<file path="src/rtl/uart_mmio.sv">
// Memory-mapped UART stage: TX/RX byte FIFOs, sticky ovf/unf flags, registered read data.
// Define UART_MMIO_COUNTERS_EN to add cycle / TX-byte counters at 0x80000010..18.
module uart_mmio #(
    parameter int TX_DEPTH = 4,
    parameter int RX_DEPTH = 4
) (
    input  logic        clk,
    input  logic        reset_n,
    input  logic [31:0] addr,
    input  logic [31:0] wdata,
    input  logic        we,
    input  logic        re,
    output logic [31:0] rdata,
    output logic [7:0]  tx_data,
    output logic        tx_valid,
    input  logic        tx_ready,
    input  logic [7:0]  rx_data,
    input  logic        rx_valid,
    output logic        rx_ready
);
    localparam int TPW = $clog2(TX_DEPTH);
    localparam int RPW = $clog2(RX_DEPTH);
    localparam logic [TPW:0] TX_FULL = (TPW+1)'(TX_DEPTH);
    localparam logic [RPW:0] RX_FULL = (RPW+1)'(RX_DEPTH);

    localparam logic [31:0] A_CTL  = 32'h8000_0000;
    localparam logic [31:0] A_RXST = 32'h8000_0004;
    localparam logic [31:0] A_TXD  = 32'h8000_0008;
    localparam logic [31:0] A_RXD  = 32'h8000_000C;

    logic [7:0]     tx_mem [TX_DEPTH];
    logic [TPW-1:0] tx_wp, tx_rp;
    logic [TPW:0]   tx_count;
    logic [7:0]     rx_mem [RX_DEPTH];
    logic [RPW-1:0] rx_wp, rx_rp;
    logic [RPW:0]   rx_count;
    logic           tx_ovf, rx_unf;

    logic unused_wdata;
    assign unused_wdata = ^wdata[31:8];

    logic ctl_wr, tx_push, tx_acc, tx_drain, rd_pop, rx_enq, rx_pop, rx_uf;
    assign ctl_wr   = we && (addr == A_CTL);
    assign tx_push  = we && (addr == A_TXD);
    assign tx_acc   = tx_push && (tx_count < TX_FULL);
    assign tx_valid = (tx_count != '0);
    assign tx_data  = tx_mem[tx_rp];
    assign tx_drain = tx_valid && tx_ready;

    assign rx_ready = (rx_count < RX_FULL);
    assign rx_enq   = rx_valid && rx_ready;
    assign rd_pop   = re && (addr == A_RXD);
    assign rx_pop   = rd_pop && (rx_count != '0);
    assign rx_uf    = rd_pop && (rx_count == '0);

    // Storage arrays carry no reset: pointers/counts define what is valid.
    always_ff @(posedge clk) begin
        if (tx_acc) tx_mem[tx_wp] <= wdata[7:0];
        if (rx_enq) rx_mem[rx_wp] <= rx_data;
    end

    always_ff @(posedge clk or negedge reset_n) begin
        if (!reset_n) begin
            tx_wp    <= '0;
            tx_rp    <= '0;
            tx_count <= '0;
            rx_wp    <= '0;
            rx_rp    <= '0;
            rx_count <= '0;
            tx_ovf   <= 1'b0;
            rx_unf   <= 1'b0;
        end else begin
            if (tx_acc)   tx_wp <= tx_wp + 1'b1;
            if (tx_drain) tx_rp <= tx_rp + 1'b1;
            if (tx_acc && !tx_drain)      tx_count <= tx_count + 1'b1;
            else if (!tx_acc && tx_drain) tx_count <= tx_count - 1'b1;

            if (rx_enq) rx_wp <= rx_wp + 1'b1;
            if (rx_pop) rx_rp <= rx_rp + 1'b1;
            if (rx_enq && !rx_pop)      rx_count <= rx_count + 1'b1;
            else if (!rx_enq && rx_pop) rx_count <= rx_count - 1'b1;

            // A new event in the same cycle as a clear keeps the flag set.
            if (tx_push && !tx_acc)     tx_ovf <= 1'b1;
            else if (ctl_wr && wdata[1]) tx_ovf <= 1'b0;
            if (rx_uf)                  rx_unf <= 1'b1;
            else if (ctl_wr && wdata[0]) rx_unf <= 1'b0;
        end
    end

`ifdef UART_MMIO_COUNTERS_EN
    logic [31:0] cyc_cnt, txb_cnt;
    logic        cnt_clr;
    assign cnt_clr = we && (addr == 32'h8000_0018);

    always_ff @(posedge clk or negedge reset_n) begin
        if (!reset_n) begin
            cyc_cnt <= '0;
            txb_cnt <= '0;
        end else if (cnt_clr) begin
            cyc_cnt <= '0;
            txb_cnt <= '0;
        end else begin
            cyc_cnt <= cyc_cnt + 32'd1;
            if (tx_drain) txb_cnt <= txb_cnt + 32'd1;
        end
    end
`endif

    logic [31:0] rd_nxt;
    always_comb begin
        rd_nxt = '0;
        case (addr)
            A_CTL:  rd_nxt = {29'b0, tx_ovf, rx_unf, (tx_count < TX_FULL)};
            A_RXST: rd_nxt = {31'b0, (rx_count != '0)};
            A_RXD:  if (rx_count != '0) rd_nxt = {24'b0, rx_mem[rx_rp]};
`ifdef UART_MMIO_COUNTERS_EN
            32'h8000_0010: rd_nxt = cyc_cnt;
            32'h8000_0014: rd_nxt = txb_cnt;
`endif
            default: rd_nxt = '0;
        endcase
    end

    always_ff @(posedge clk or negedge reset_n) begin
        if (!reset_n) rdata <= '0;
        else          rdata <= rd_nxt;
    end
endmodule

</file>
<file path="config.mk">
export PLATFORM = sky130hd
export DESIGN_NAME = uart_mmio
export DESIGN_NICKNAME = d
export VERILOG_FILES = /design/src/rtl/uart_mmio.sv
export SDC_FILE = /design/constraint.sdc
export NUM_CORES = 1
export LEC_CHECK = 0
export ABC_AREA = 1
export BUFFER_PORTS_ARGS = -buffer_cell sky130_fd_sc_hd__buf_2
export CAP_MARGIN = 15
export CORE_ASPECT_RATIO = 1.75
export CORE_MARGIN = 10
export CORE_UTILIZATION = 47
export CTS_CLUSTER_DIAMETER = 120
export DETAILED_ROUTE_END_ITERATION = 6
export GPL_TIMING_DRIVEN = 1
export PLACE_DENSITY = 0.77
export SLEW_MARGIN = 20
export SYNTH_ARGS = -nofsm -noshare
export SYNTH_HDL_FRONTEND = slang
export SYNTH_SLANG_ARGS = --single-unit
</file>
<file path="constraint.sdc">
create_clock -name clk -period 1.7 [get_ports clk]
set_input_delay 0.255 -clock clk [delete_from_list [all_inputs] [get_ports clk]]
set_output_delay 0.255 -clock clk [all_outputs]
set_load 0.01 [all_outputs]
</file>
==> results of run 1 <==
-- Yosys cell counts, drive strengths merged, types with 6 or more instances --
cell    number
nand4        6
nand3       10
nor2        88
inv         27
nand2       45
o22ai       10
dfrtp       24
o21ai       35
ha          10
edfxtp      64
buf         28
a21oi       10
-- worst min-delay path by stage --
stage,from,to,depth (start not counted)
2_1_floorplan,reset_n,rdata[0]$_DFF_PN0_,0
3_3_place_gp,reset_n,rdata[6]$_DFF_PN0_,1
3_5_place_dp,reset_n,rdata[5]$_DFF_PN0_,1
4_1_cts,rx_data[5],rx_mem[1][5]$_DFFE_PP_,1
5_1_grt,rx_data[6],rx_mem[2][6]$_DFFE_PP_,1
6_report,rx_data[6],rx_mem[2][6]$_DFFE_PP_,1
-- worst max-delay path, stage by stage --
cell	delay, ns
buf_8	0.09
inv_8	0.03
nor2_2	0.08
nand2_1	0.06
nor2_2	0.15
nand2_4	0.10
nor2_4	0.16
nand3_4	0.09
inv_2	0.07
ha_4	0.14
inv_4	0.03
fa_2	0.35
a21oi_2	0.16
o21ai_2	0.07
xor2_1	0.14
-- cells by family after synthesis --
kind of cell / share of synthesized area, %
adder cells (fa/ha/maj): 4.083
other: 0.09270
AND/OR/NAND/NOR: 16.46
AO/OA/AOI/OAI: 7.114
XOR/XNOR: 1.516
buffers and inverters: 7.825
multiplexers: 0.5567
flip-flops: 62.36
-- layout make-up --
class	instances	area [µm²]	area share (%)
inverter	27	117.6	2.198
timing repair buffer	117	797.0	14.90
tap	115	143.9	2.689
multi-input combinational	251	1436	26.85
timing repair inverter	2	12.51	0.2339
clock buffer	9	225.2	4.210
clock inverter	6	92.59	1.731
sequential	88	2525	47.19
-- power by group --
part	internal [mW]	switching, mW	leakage (nW)
Sequential	2.43	0.137	0.881
Combinational	0.755	0.867	1.24
Clock	1.28	0.776	0.148
Total	4.47	1.78	2.27
-- sequential cells by signal, summed over array words and instances, names as in the netlist --
| signal | count |
|---|---|
| rx_rp | 2 |
| rx_count | 3 |
| rx_mem | 32 |
| rx_unf | 1 |
| tx_count | 3 |
| tx_mem | 32 |
| tx_ovf | 1 |
| tx_rp | 2 |
| rdata | 8 |
| rx_wp | 2 |
| tx_wp | 2 |
-- metal layers --
layer	track usage, %	vias to the layer above	wire (µm)
met2	29.22	77	5576
li1	-	1459	-
met5	0	-	0
met4	5.640	0	124
met1	12.42	1415	3149
met3	4.042	11	425
-- repair_timing --
item | in CTS | in global routing
cloned | 1 | 1
hold buffers | 1 | 0
setup endpoints to repair | 11 | 17
endpoints found under the hold margin | 24 | 0
gates resized for setup | 24 | 37
pin swaps | 22 | 7
setup buffers | 3 | 5
==> out/metrics.csv, run 1 <==
metric;value;unit
total number of vias;2962;
Synth async-reset ratio;27.27;%
cts bufs inserted;9;
Synth Area per Inst;10.79;µm²
area share of the largest cell type after synthesis;47.51;%
Design Area, Final;0.005350;mm²
most frequent cells in the layout;64 x edfxtp_1, 62 x nor2_1, 59 x buf_2;
final setup violation count;4;
Total Nets Final;586;
Reg clk slew, reported paths;0.06;ns
commonest non-fill, non-tap cell in the layout;edfxtp_1;
area growth from synthesis to layout;32.26;%
final cell count without fillers;615;
RSZ-0062 raised after global routing;yes;
routed len/inst;15.08;µm
Cells after Synth;375;
total track usage;14.26;%
worst slew pin tran;0.5969;ns
Core Area;0.008368;mm²
Peak VDD IR;0.0009528;V
Leakage Power;2.271;nW
CP arrival;1.99;ns
post-layout min period;1.763;ns
H-tree depth;3;
Starting Density;48.34;%
R2R setup slack;-0.03;ns
Vias/cell;4.816;
drt total wl;9.276;mm
Die Width;90.13;µm
critical path type;in -> reg;
Cell Pwr Density;1169;mW/mm²
sequential-to-total area share from yosys stat;62.36;%
Synth Flop Type;edfxtp_1;
clock sinks;88;
HP Class;in -> reg;
Crit Path Max Fanout;3;
violated checks;setup timing;
fin crit share;103.7;%
Max-slew headroom;60.21;%
RR Endpoint;tx_count[2]$_DFFE_PN0P_;
root buf cell;clkbuf_16;
Util after Layout;63.94;%
FILL cells;682;
CTS tree;yes;
# diodes;0;
GP Congestion;0.7782;
end point of the critical path;tx_count[2]$_DFFE_PN0P_;
FP Rows;44;
Hold WS;0.1317;ns
status;complete, but fails checks;
reg2reg start;tx_count[2]$_DFFE_PN0P_;
Fin Setup TNS;-0.08102;ns
DRT iter0 DRCs;110;
final hold vios;0;
first-pass GRT wire length;14.66;mm
Post-DRT Antenna Nets;0;
Yosys warnings;0;
DP Cell Count;589;
grt ovf;0;
clock tree buffer depth;2;
worst skew pair latency;0.34;ns
Worst Path Required;1.92;ns
FF+latch count, synth;88;
Synth cell types;28;
worst reg-to-reg path cell count;10;
final max-slew violation count;0;
number of synthesized flops with an enable pin;64;
clk_skew;0.005783;ns
crit start category;primary input;
top post-synthesis cells by area;edfxtp_1 48%, dfrtp_1 15%, nor2_1 7.8%, buf_4 4.5%, o21ai_0 4.3%;
vias in the first global route;3090;
initial antenna violation count;0;
Post-Syn Area;0.004045;mm²
Post-DP Area;0.004751;mm²
detailed-placement wirelength estimate;6.923;mm
Die ar.;0.01286;mm²
post-synth top area cell;edfxtp_1;
Total Power;6.254;mW
DRC Markers;0;
PnR worst setup slack;-0.06281;ns
drt pass-1 iters;4;
Die H;142.7;µm
Post-Place Setup Slack;-0.4516;ns
IO Pins;120;
share of cells above drive strength 1;38.40;%
fmax;0.5673;GHz
Max-cap violations;0;
port buffer count;71;
largest net degree at the start of global routing;25;
CP endpoint kind;flip-flop;
crit path from;addr[31];
Note: power is estimated with default switching activity, not from simulation.
==> run 2, diff against run 1 <==
--- a/config.mk
+++ b/config.mk
@@ -7,14 +7,15 @@
 export LEC_CHECK = 0
 export ABC_AREA = 1
 export BUFFER_PORTS_ARGS = -buffer_cell sky130_fd_sc_hd__buf_2
-export CAP_MARGIN = 15
+export CAP_MARGIN = 0
 export CORE_ASPECT_RATIO = 1.75
-export CORE_MARGIN = 10
+export CORE_MARGIN = 5
 export CORE_UTILIZATION = 47
 export CTS_CLUSTER_DIAMETER = 120
 export DETAILED_ROUTE_END_ITERATION = 6
 export GPL_TIMING_DRIVEN = 1
 export PLACE_DENSITY = 0.77
+export SKIP_LAST_GASP = 1
 export SLEW_MARGIN = 20
 export SYNTH_ARGS = -nofsm -noshare
 export SYNTH_HDL_FRONTEND = slang
==> run 2 against run 1 <==
Net effect: the flow still finishes with violations (setup timing); largest cell class unchanged; worst hold slack got worse by 0.0057 ns; cell count did not move; routed wire length fell by 7.1%; sequential power barely moved; count of clock-buffer cells in the layout did not move; non-clock buffer count rose by 1.
==> out/metrics.csv, run 2 (same netlist as run 1, synthesis figures left out) <==
metric;value;unit
status;complete, but fails checks;
violated checks;setup timing;
RSZ-0062 raised after global routing;yes;
worst reg-to-reg path cell count;10;
Peak VDD IR;0.0008244;V
GP Congestion;0.8073;
Crit Path Max Fanout;4;
Max-slew headroom;59.11;%
worst skew pair latency;0.34;ns
cts bufs inserted;9;
Internal;4.174;mW
Die ar.;0.01064;mm²
Total Power;5.939;mW
share of cells above drive strength 1;36.60;%
critical path type;in -> reg;
CP endpoint kind;flip-flop;
CTS tree;yes;
Starting Density;48.34;%
grt ovf;0;
vias in the first global route;2949;
CP Cell Sequence;buf_2 -> nor2_1 -> nand2_2 -> nor2_4 -> nand2_2 -> nor2_4 -> nand3_4 -> inv_4 -> ha_4 -> inv_4 -> fa_2 -> a21oi_2 -> o21ai_1 -> xor2_1;
reg2reg start;tx_count[2]$_DFFE_PN0P_;
fmax;0.5771;GHz
final setup violation count;1;
R2R setup slack;-0.02;ns
HP Class;in -> reg;
Die Width;80.13;µm
# diodes;0;
Worst Path Required;1.93;ns
worst slew pin tran;0.6134;ns
clock network power share;30.2;%
final max-slew violation count;0;
CP max stage cell;fa_2;
DRC Markers;0;
PnR worst setup slack;-0.03288;ns
Vias/cell;4.741;
crit start category;primary input;
Core Area;0.008368;mm²
final hold vios;0;
largest net degree at the start of global routing;25;
total number of vias;2916;
detailed-placement wirelength estimate;6.087;mm
Cell Pwr Density;1128;mW/mm²
WP buf/inv;3;
drt total wl;8.618;mm
first-pass GRT wire length;13.39;mm
commonest non-fill, non-tap cell in the layout;nor2_1;
final cell count without fillers;615;
sequential share of power;42.9;%
post-layout min period;1.733;ns
Switch Pwr;1.765;mW
Critical Path Max Stage Delay;0.35;ns
clock sinks;88;
Post-Place Setup Slack;-0.4438;ns
Post-DRT Antenna Nets;0;
critical path's top delay family;simple AND/OR/NAND/NOR gates;
H-tree depth;3;
clk_skew;0.008019;ns
hold endpoint;rx_mem[3][3]$_DFFE_PP_;
fin crit share;101.9;%
RR Endpoint;tx_count[2]$_DFFE_PN0P_;
initial antenna violation count;0;
Leakage Power;2.278;nW
total track usage;16.58;%
drt pass-1 iters;4;
DP Cell Count;588;
clock tree buffer depth;2;
Util after Layout;62.93;%
WHS Path Cells;1;
Die H;132.7;µm
port buffer count;71;
Crit path depth;14;
IO Pins;120;
root buf cell;clkbuf_16;
Total Nets Final;586;
most frequent cells in the layout;69 x nor2_1, 64 x buf_2, 64 x edfxtp_1;
CP arrival;1.96;ns
Max-cap violations;0;
Comb power frac;26.9;%
DRT iter0 DRCs;102;
Switching Fraction;29.71;%
top flop regs;rx_mem x32, tx_mem x32, rdata x8;
routed len/inst;14.01;µm
hold_sp;rx_data[3];
FP Rows;44;
Reg clk slew, reported paths;0.06;ns
area growth from synthesis to layout;30.19;%
## run 2: worst max path at each step
stage,endpoint,from
2_1_floorplan,tx_count[2]$_DFFE_PN0P_,addr[31]
5_1_grt,tx_count[2]$_DFFE_PN0P_,addr[11]
4_1_cts,tx_count[2]$_DFFE_PN0P_,addr[18]
3_5_place_dp,tx_count[2]$_DFFE_PN0P_,addr[31]
3_3_place_gp,tx_count[2]$_DFFE_PN0P_,addr[31]
6_report,tx_count[2]$_DFFE_PN0P_,addr[11]
## run 2: cell type report
cell class	instances	area, µm²
clock buffer	9	225.2
timing repair inverter	1	7.507
multi-input combinational	251	1438
sequential	88	2524
tap	115	143.9
inverter	27	120.1
clock inverter	6	46.29
timing repair buffer	118	762.0
fill	658	3102
## run 2: timing repair
action	4_1_cts	5_1_grt
cloned	1	0
hold endpoints to repair	24	0
setup endpoints to repair	11	12
pin swaps	9	27
hold buffers	1	0
setup buffers	1	9
gates resized for setup	12	38
## run 2: routing by layer
metal | vias up | track usage [%] | wire [µm]
met5 | - | 0 | 0
met2 | 79 | 31.04 | 4959
met4 | 0 | 5.733 | 115
li1 | 1457 | - | -
met1 | 1370 | 16.44 | 3098
met3 | 10 | 5.578 | 445
## run 2: metrics by stage
step,hold slack (ns),instance area (µm²),TNS [ns]
floorplan,-0.04059,4189,-0.9199
global placement,0.2915,4743,-4.697
detailed placement,0.2991,4743,-5.790
CTS,0.1141,5061,-0.04381
global route,0.1070,5266,-0.8057
finish,0.1259,5266,-0.03288
## run 2: power by group through the flow
stage | sequential [mW] | clock [mW] | combinational (mW)
floorplan | 2.54 | 0 | 0.844
global placement | 2.56 | 0 | 1.33
detailed placement | 2.57 | 0 | 1.39
CTS | 2.55 | 1.82 | 1.45
global route | 2.56 | 1.94 | 1.79
finish | 2.55 | 1.79 | 1.60
## run 2: worst reg2reg max path, cell delays in order (launching register included)
cell and delay, ns:
dfrtp_1 0.38, inv_2 0.09, buf_6 0.11, nand3_4 0.08
inv_4 0.07, ha_4 0.13, inv_4 0.03, fa_2 0.35
a21oi_2 0.11, o21ai_1 0.08, xor2_1 0.17
